### src/rtl/frac_cen_gen.sv
// frac_cen_gen: multi-channel fractional clock-enable generator (phase accumulators).
// Latency: enables are registered; a pulse is visible the cycle after the carrying edge.
// Backpressure: single pending increment slot; o_inc_rdy is low until the slot is applied.
//
// Ports:
//   i_clk, i_rst         master clock, synchronous active-high reset
//   i_run                global run; low freezes accumulators and o_clk, zeroes enables
//   i_inc_wr/ch/val      increment write (accepted with o_inc_rdy high)
//   o_inc_rdy            pending slot empty
//   o_cen, o_cenb        per-channel enable and its half-period-shifted twin
//   o_clk                per-channel registered square clock built from the enable pair
module frac_cen_gen #(
  parameter int                    NCH    = 4,
  parameter int                    ACC_W  = 16,
  parameter logic [NCH*ACC_W-1:0]  INC    = {NCH{ACC_W'(4891)}},
  parameter logic [NCH*ACC_W-1:0]  PHASE0 = '0,
  localparam int                   CH_W   = (NCH > 1) ? $clog2(NCH) : 1
) (
  input  logic             i_clk,
  input  logic             i_rst,
  input  logic             i_run,
  input  logic             i_inc_wr,
  input  logic [CH_W-1:0]  i_inc_ch,
  input  logic [ACC_W-1:0] i_inc_val,
  output logic             o_inc_rdy,
  output logic [NCH-1:0]   o_cen,
  output logic [NCH-1:0]   o_cenb,
  output logic [NCH-1:0]   o_clk
);

  localparam logic [ACC_W-1:0] HALF = ACC_W'(1) << (ACC_W - 1);

  logic [ACC_W-1:0] acc_q   [NCH];
  logic [ACC_W-1:0] inc_q   [NCH];
  logic [ACC_W-1:0] nxt_acc [NCH];
  logic [ACC_W:0]   half_sum[NCH];
  logic [NCH-1:0]   carry_a;
  logic [NCH-1:0]   carry_b;
  logic [NCH-1:0]   apply_v;

  // The pending slot is full exactly when o_inc_rdy is low.
  logic [CH_W-1:0]  pend_ch;
  logic [ACC_W-1:0] pend_val;

  always_comb begin
    carry_a  = '0;
    carry_b  = '0;
    apply_v  = '0;
    nxt_acc  = '{default: '0};
    half_sum = '{default: '0};
    for (int i = 0; i < NCH; i++) begin
      {carry_a[i], nxt_acc[i]} = {1'b0, acc_q[i]} + {1'b0, inc_q[i]};
      // Shadow accumulator offset by half a turn gives the 180-degree enable.
      half_sum[i] = {1'b0, acc_q[i] ^ HALF} + {1'b0, inc_q[i]};
      carry_b[i]  = half_sum[i][ACC_W];
      // Swap the increment only at a period boundary so no period is cut short;
      // a stopped channel has no boundary, so it takes the value right away.
      apply_v[i] = !o_inc_rdy && (pend_ch == CH_W'(i)) &&
                   (carry_a[i] || (inc_q[i] == '0));
    end
  end

  always_ff @(posedge i_clk) begin
    if (i_rst) begin
      for (int i = 0; i < NCH; i++) begin
        acc_q[i] <= PHASE0[i*ACC_W +: ACC_W];
        inc_q[i] <= INC[i*ACC_W +: ACC_W];
      end
      o_cen     <= '0;
      o_cenb    <= '0;
      o_clk     <= '0;
      o_inc_rdy <= 1'b1;
      pend_ch   <= '0;
      pend_val  <= '0;
    end else begin
      if (i_run) begin
        o_cen  <= carry_a;
        o_cenb <= carry_b;
        for (int i = 0; i < NCH; i++) begin
          acc_q[i] <= nxt_acc[i];
          // Rising edge on cen has priority when both carries fire.
          if (carry_a[i]) begin
            o_clk[i] <= 1'b1;
          end else if (carry_b[i]) begin
            o_clk[i] <= 1'b0;
          end
          if (apply_v[i]) begin
            inc_q[i] <= pend_val;
          end
        end
        if (|apply_v) begin
          o_inc_rdy <= 1'b1;
        end
      end else begin
        o_cen  <= '0;
        o_cenb <= '0;
      end
      // Accept only with an empty slot; apply_v is all-zero then, so no conflict.
      if (i_inc_wr && o_inc_rdy && (32'(i_inc_ch) < 32'(NCH))) begin
        pend_ch   <= i_inc_ch;
        pend_val  <= i_inc_val;
        o_inc_rdy <= 1'b0;
      end
    end
  end

endmodule

### config.mk
export PLATFORM = sky130hd
export DESIGN_NAME = frac_cen_gen
export DESIGN_NICKNAME = d
export VERILOG_FILES = /design/src/rtl/frac_cen_gen.sv
export SDC_FILE = /design/constraint.sdc
export NUM_CORES = 1
export LEC_CHECK = 0
export CAP_MARGIN = 20
export CORE_MARGIN = 8
export CORE_UTILIZATION = 54
export DETAILED_ROUTE_END_ITERATION = 12
export MAX_ROUTING_LAYER = met4
export PLACE_DENSITY = 0.72
export SYNTH_ARGS = -nofsm -noshare
export SYNTH_HDL_FRONTEND = slang
export SYNTH_SLANG_ARGS = --single-unit
### constraint.sdc
create_clock -name i_clk -period 3.8 [get_ports i_clk]
set_input_delay 0.76 -clock i_clk [delete_from_list [all_inputs] [get_ports i_clk]]
set_output_delay 0.76 -clock i_clk [all_outputs]
set_load 0.01 [all_outputs]
==> summary.txt, run 1 <==
Run status
  – Status: complete, no violations

Timing
  – Final Max Slew Viols: 0
  – FMAX: 335 MHz
  – Slew headroom: 53.3%
  – Hold Fails Final Rpt: 0
  – Fin crit period: 2990 ps
  – Final period utilization: 78.6%
  – RSZ-0062 raised after global routing: no
  – Setup Skew: 7.90 ps
  – Post-Route Setup TNS: 0 ps
  – Worst slew pin tran: 698 ps
  – Hold_ws: 471 ps
  – Final setup viols: 0

Min path
  – Worst Hold Class: flop to flop

Place
  – Final HPWL DP: 14.6 mm
  – Placed insts: 1099
  – IO Port Bufs: 34
  – Final RePlAce weighted congestion: 0.883

Clocking
  – Worst-skew pair later-pin latency: 420 ps
  – Inserted Clock Buffers: 17
  – Cts repair resizes: 0
  – CTS tree: done
  – Clock buffer depth: 2
  – Clock H-tree levels: 4
  – Post-CTS setup repair buffer count: 0
  – Clk sink count: 159
  – Root Buffer Master: clkbuf_16
  – Worst-path clk slew: 60 ps
  – Hold_buf cts: 0

Detailed routing
  – Antenna-violating nets left: 0
  – DR WL/cell: 18.1 um
  – Initial DRT Pass Iterations: 5
  – Post-Route WL: 20.5 mm
  – Via count: 6604
  – Initial DRC count: 616
  – DRC errors left: 0
  – Vias per Instance: 5.84

Pwr
  – Power per Cell Area: 466 nW/um^2
  – Comb pwr share: 19.5%
  – Worst VDD drop: 0.000356 V
  – Leakage: 3.79 nW
  – Clk network pwr share: 36.3%
  – NetSw: 1.29 mW
  – Pint: 3.42 mW
  – Sw Share: 27.3%
  – Seq pwr share: 44.2%

Flow run
  – Max Cap Viol: 0

Setup path
  – Critical path class: flop to flop
  – Arr. time, crit path: 3150 ps
  – Crit path max fanout: 16
  – Worst reg2reg setup slack: 810 ps
  – Crit path capture type: flop
  – Startpoint types: flop
  – Worst path required time: 3970 ps

Floorplanning
  – Core Region: 16300 sq um
  – Die area: 20800 sq um
  – Die Span X: 144 um
  – Starting Density: 54.3%
  – Row Count: 47
  – Die Ht: 144 um
  – I/O pin cnt: 35

Layout
  – # fillers: 1387
  – Fin util: 61.9%
  – Fin nets: 992
  – P&R area growth vs syn: 13.9%
  – Commonest non-fill, non-tap cell in the layout: edfxtp_1
  – Number of antenna diodes: 0
  – Share of layout cells above drive strength 1: 6.81%
  – Most frequent cells in the layout: 128 x edfxtp_1, 105 x nor2_1, 86 x nand2_1
  – Layout Cells excl Fill: 1131

Logic synthesis
  – Synth Area per Inst: 10.4 sq um
  – Async set-reset flop share out of synthesis: 0%
  – Ys flop type: edfxtp_1
  – Cells after Synth: 856
  – #FFs+latches synth: 159
  – Mapped Nets: 950
  – Number of synthesized flops with an enable pin: 128
  – Register area share after synthesis: 50.3%
  – Number of distinct library cells after synthesis: 65
  – Yosys warns: 0
  – Mapped Area: 8880 sq um

Global route
  – Total gr overflow: 0
  – First-pass GRT wire length: 32.7 mm
  – Total track usage: 21.0%
  – Largest net degree at the start of global routing: 30
  – Initial antenna violation count: 0
  – Vias in the first global route: 6331
==> synthesized netlist by cell type, drive strengths merged, types with 4 or more instances <==
cell type | number | area, sq um
dfxtp | 31 | 621
nor3 | 18 | 90.1
a31oi | 5 | 31.3
inv | 25 | 93.8
clkbuf | 19 | 72.6
nor3b | 5 | 37.5
edfxtp | 128 | 3840
nor2 | 105 | 394
buf | 6 | 33.8
nand3 | 15 | 75.1
xnor2 | 15 | 131
a211oi | 17 | 138
xor2 | 15 | 131
a21boi | 4 | 41.3
a21o | 18 | 136
o21bai | 10 | 75.1
and2 | 10 | 62.6
o21ai | 41 | 224
o211ai | 6 | 45.0
or2 | 4 | 25.0
o21a | 9 | 68.8
or3 | 10 | 67.6
mux2i | 8 | 80.1
ha | 68 | 851
a41oi | 4 | 35.0
nand4 | 9 | 56.3
nand2 | 88 | 330
fa | 4 | 80.1
and3 | 11 | 68.8
nor4 | 18 | 113
a21oi | 70 | 350
nand2b | 25 | 156
==> final cells by class <==
type / instances / area, sq um / share of cell area, %
clock inverters: 9 / 110 / 1.09
repair buffers: 48 / 470 / 4.65
well taps: 220 / 275 / 2.72
clock buffers: 23 / 478 / 4.72
inverters: 25 / 93.8 / 0.928
multi-input cells: 647 / 4220 / 41.8
flip-flops and latches: 159 / 4460 / 44.1
==> critical path, cell delays in order (launching register included) <==
cell and delay (ps):
edfxtp_1 390, ha_1 240, fa_1 430, a211oi_1 300, o21ai_0 200, a211oi_2 410
nor2_1 140, o21ai_2 290, o21ai_1 90, buf_4 230
==> metal layers <==
layer	part of all wire, %	track usage (%)	wire length [um]
met1	46	27.9	9410
met2	47	32.8	9710
met3	5.4	3.00	1110
met4	1.4	6.79	293
met5	0	-	0
==> final timing paths <==
| kind | start | to | depth (start not counted) |
|---|---|---|---|
| worst max-delay path | inc_q[3][0] | inc_q[3][14] | 9 |
| worst min-delay path | pend_val[8] | pend_val[8] | 2 |
| worst max register to register | inc_q[3][0] | inc_q[3][14] | 9 |
| worst min register to register | pend_val[8] | pend_val[8] | 2 |
==> metrics by stage <==
stage / setup slack (ps) / power [mW] / area, sq um
floorplan: 449 / 2.78 / 8880
global placement: 949 / 3.01 / 9530
detailed placement: 913 / 3.02 / 9530
CTS: 857 / 4.73 / 10100
global route: 563 / 4.91 / 10100
finish: 813 / 4.71 / 10100
==> sequential cells by signal, indices dropped and copies added (netlist names) <==
signal and flops:
acc_q 64, inc_q 64, pend_val 16, o_cen 4
o_cenb 4, o_clk 4, pend_ch 2, o_inc_rdy 1
==> power groups by stage <==
| stage | registers (mW) | logic (mW) | clock network (mW) |
|---|---|---|---|
| after floorplan | 2.10 | 0.685 | 0 |
| after global placement | 2.12 | 0.891 | 0 |
| after detailed placement | 2.12 | 0.903 | 0 |
| after CTS | 2.08 | 0.912 | 1.73 |
| after global routing | 2.09 | 1.02 | 1.79 |
| final | 2.08 | 0.917 | 1.71 |
==> logic make-up (layout without fill, tap and decap cells) <==
family | Yosys count | in the layout | synth area share (%)
flip-flops | 159 | 159 | 50.3
buffers and inverters | 50 | 105 | 2.25
multiplexers | 8 | 8 | 0.901
XOR/XNOR | 30 | 30 | 2.96
AO/OA/AOI/OAI | 209 | 209 | 15.6
adder cells (fa/ha/maj) | 72 | 72 | 10.5
AND/OR/NAND/NOR | 328 | 328 | 17.5
(Power assumes the default switching activity.)
==> run 2: changes to the inputs <==
--- a/config.mk
+++ b/config.mk
@@ -10,7 +10,7 @@
 export CORE_UTILIZATION = 54
 export DETAILED_ROUTE_END_ITERATION = 12
 export MAX_ROUTING_LAYER = met4
-export PLACE_DENSITY = 0.72
+export PLACE_DENSITY = 0.75
 export SYNTH_ARGS = -nofsm -noshare
 export SYNTH_HDL_FRONTEND = slang
 export SYNTH_SLANG_ARGS = --single-unit
==> constraint.sdc (replaced) <==
create_clock -name i_clk -period 2.5 [get_ports i_clk]
set_input_delay 0.5 -clock i_clk [delete_from_list [all_inputs] [get_ports i_clk]]
set_output_delay 0.5 -clock i_clk [all_outputs]
set_load 0.01 [all_outputs]
==> run 2 against run 1 <==
Net effect: non-clock buffer count is 118 higher; highest routed layer unchanged; combinational power is 100% higher; utilization is 9.1 points higher; via count is 12% higher; total power is 66% higher; critical path depth stayed put; clock skew hardly changed; the run now ends with setup timing left; first-iteration DRC count is 8.8% higher; clock-buffer cell count stayed put; hold slack hardly changed.
==> summary.txt, run 2 (synthesis results as in run 1) <==
Run status
  – Status: finished with violations
  – Failing checks: setup timing

Layout
  – Fin nets: 1110 (+12%)
  – Layout Cells excl Fill: 1249 (+10%)
  – Most frequent cells in the layout: 128 x edfxtp_1, 113 x buf_4, 94 x nor2_1
  – Number of antenna diodes: 0 (unchanged)
  – # fillers: 1179 (-15%)
  – Share of layout cells above drive strength 1: 24.1% (+17 points)
  – Sequential cell area: 4460 sq um (unchanged)
  – Commonest non-fill, non-tap cell in the layout: edfxtp_1
  – Largest registers: acc_q: 64 flops, inc_q: 64 flops, pend_val: 16 flops
  – Multi-input logic area: 4670 sq um (+11%)
  – P&R area growth vs syn: 30.5%

Setup path
  – Crit path max fanout: 6 (-10)
  – Startpoint types: flop
  – Worst reg2reg setup slack: -80 ps (-900 ps)
  – Worst path required time: 2690 ps (-1280 ps)
  – Critical path class: flop to flop
  – Worst r2r dst: inc_q[3][13]
  – Arr. time, crit path: 2780 ps (-370 ps)
  – Crit path capture type: flop
  – Worst r2r src: inc_q[3][0]
  – End of the critical path: inc_q[3][13]
  – Critical Path Start: inc_q[3][0]
  – Worst R2R Path Depth: 9 (unchanged)

Min path
  – Worst Hold Class: flop to flop
  – Origin of the worst min-delay path: pend_val[9]

Timing
  – Post-Route Setup TNS: -3640 ps (-3640 ps)
  – Setup Skew: 7.43 ps (-0.467 ps)
  – Hold Fails Final Rpt: 0 (unchanged)
  – FMAX: 387 MHz (+16%)
  – RSZ-0062 raised after global routing: yes
  – Fin crit period: 2580 ps (-403 ps)
  – Final setup viols: 75 (+75)
  – Final period utilization: 103% (+25 points)
  – Slew headroom: 53.7% (+0.37 points)
  – Final Max Slew Viols: 0 (unchanged)
  – Setup ws final: -83.4 ps (-897 ps)
  – Worst slew pin tran: 693 ps (-5.59 ps)

Global route
  – First-pass GRT wire length: 36.4 mm (+11%)
  – Total track usage: 23.5% (+2.5 points)
  – Initial antenna violation count: 0 (unchanged)
  – Largest net degree at the start of global routing: 37 (+23%)
  – Total gr overflow: 0 (unchanged)
  – Vias in the first global route: 7213 (+14%)

Floorplanning
  – Starting Density: 54.3% (unchanged)
  – Die Span X: 144 um (unchanged)
  – Die area: 20800 sq um (unchanged)
  – Die Ht: 144 um (unchanged)
  – Core Region: 16300 sq um (unchanged)
  – Row Count: 47 (unchanged)
  – I/O pin cnt: 35 (unchanged)

Detailed routing
  – Antenna-violating nets left: 0 (unchanged)
  – Vias per Instance: 5.94 (+1.7%)
  – DRC errors left: 0 (unchanged)
  – DR WL/cell: 19.3 um (+6.2%)
  – Initial DRC count: 670 (+8.8%)
  – Via count: 7420 (+12%)
  – Initial DRT Pass Iterations: 5 (unchanged)
  – Post-Route WL: 24.1 mm (+17%)

Clocking
  – Clk sink count: 159 (unchanged)
  – Inserted Clock Buffers: 17 (unchanged)
  – Clock H-tree levels: 4 (unchanged)
  – Clock buffer depth: 2 (unchanged)
  – Root Buffer Master: clkbuf_16
  – CTS tree: done
  – Worst-skew pair later-pin latency: 430 ps (about the same)
  – Worst-path clk slew: 60 ps (about the same)

Place
  – IO Port Bufs: 34 (unchanged)
  – Final RePlAce weighted congestion: 0.880 (-0.33%)
  – Final HPWL DP: 15.8 mm (+8.2%)
  – Placed insts: 1191 (+8.4%)

Flow run
  – Max Cap Viol: 0 (unchanged)

Pwr
  – Power per Cell Area: 675 nW/um^2 (+45%)
  – Leakage: 4.46 nW (+18%)
  – Worst VDD drop: 0.000512 V (+44%)
[run 2: worst min path at each step]
stage,to,slack (ps),depth (start not counted)
global route,pend_val[0],500,2
detailed placement,pend_val[9],460,2
global placement,pend_val[6],450,2
CTS,pend_val[9],470,2
finish,pend_val[9],470,2
floorplan,pend_val[0],440,2
[run 2: metal layers]
metal  vias to the layer above  GRT usage, %  wire length (um)
li1                       3497             -                 -
met1                      3576          29.6             10500
met2                       292          37.8             11700
met3                        55          3.83              1310
met4                         0          8.71               577
met5                         -             -                 0
[run 2: critical path, stage by stage, from the launching register on]
cell,delay (ps)
edfxtp_1,400
ha_2,200
fa_2,360
a211oi_2,290
o21ai_2,100
a211oi_2,390
nor2_2,120
o21ai_4,220
o21ai_4,100
buf_6,160
[run 2: final cells by class]
type | instances | area share, %
repair buffers | 166 | 12.6
well taps | 220 | 2.37
clock inverters | 9 | 1.10
flip-flops and latches | 159 | 38.5
inverters | 25 | 0.809
clock buffers | 23 | 4.31
multi-input cells | 647 | 40.3
[run 2: power by group]
group | internal, mW | leakage [nW] | total, mW | switching (mW)
clock network | 1.71 | 0.310 | 2.78 | 1.07
registers | 3.07 | 1.52 | 3.17 | 0.108
logic | 0.883 | 2.63 | 1.87 | 0.990
total | 5.66 | 4.46 | 7.83 | 2.17
[run 2: metrics by stage]
step / power, mW / area [sq um] / hold slack (ps) / worst slack, ps / util (%)
6_report: 7.83 / 11600 / 471 / -83.4 / 70.9
5_1_grt: 8.11 / 11600 / 501 / -134 / 70.9
4_1_cts: 7.64 / 11100 / 467 / 1.18 / 67.9
3_5_place_dp: 4.87 / 10400 / 458 / -315 / 63.4
3_3_place_gp: 4.82 / 10400 / 453 / -236 / 63.4
2_1_floorplan: 4.26 / 8990 / 445 / -197 / -
[run 2: what timing repair did]
action / 4_1_cts / 5_1_grt
buffers inserted: 8 / 17
hold buffers: 0 / 0
resized for setup: 13 / 85
setup endpoints to repair: 81 / 104
cloned: 1 / 1
pin swaps: 12 / 48
==> run 3: changes to the inputs <==
--- a/config.mk
+++ b/config.mk
@@ -11,6 +11,7 @@
 export DETAILED_ROUTE_END_ITERATION = 12
 export MAX_ROUTING_LAYER = met4
 export PLACE_DENSITY = 0.75
+export SLEW_MARGIN = 20
 export SYNTH_ARGS = -nofsm -noshare
 export SYNTH_HDL_FRONTEND = slang
 export SYNTH_SLANG_ARGS = --single-unit
==> results of run 3 <==
Final layout, timing and power as in run 2 (identical DEF).
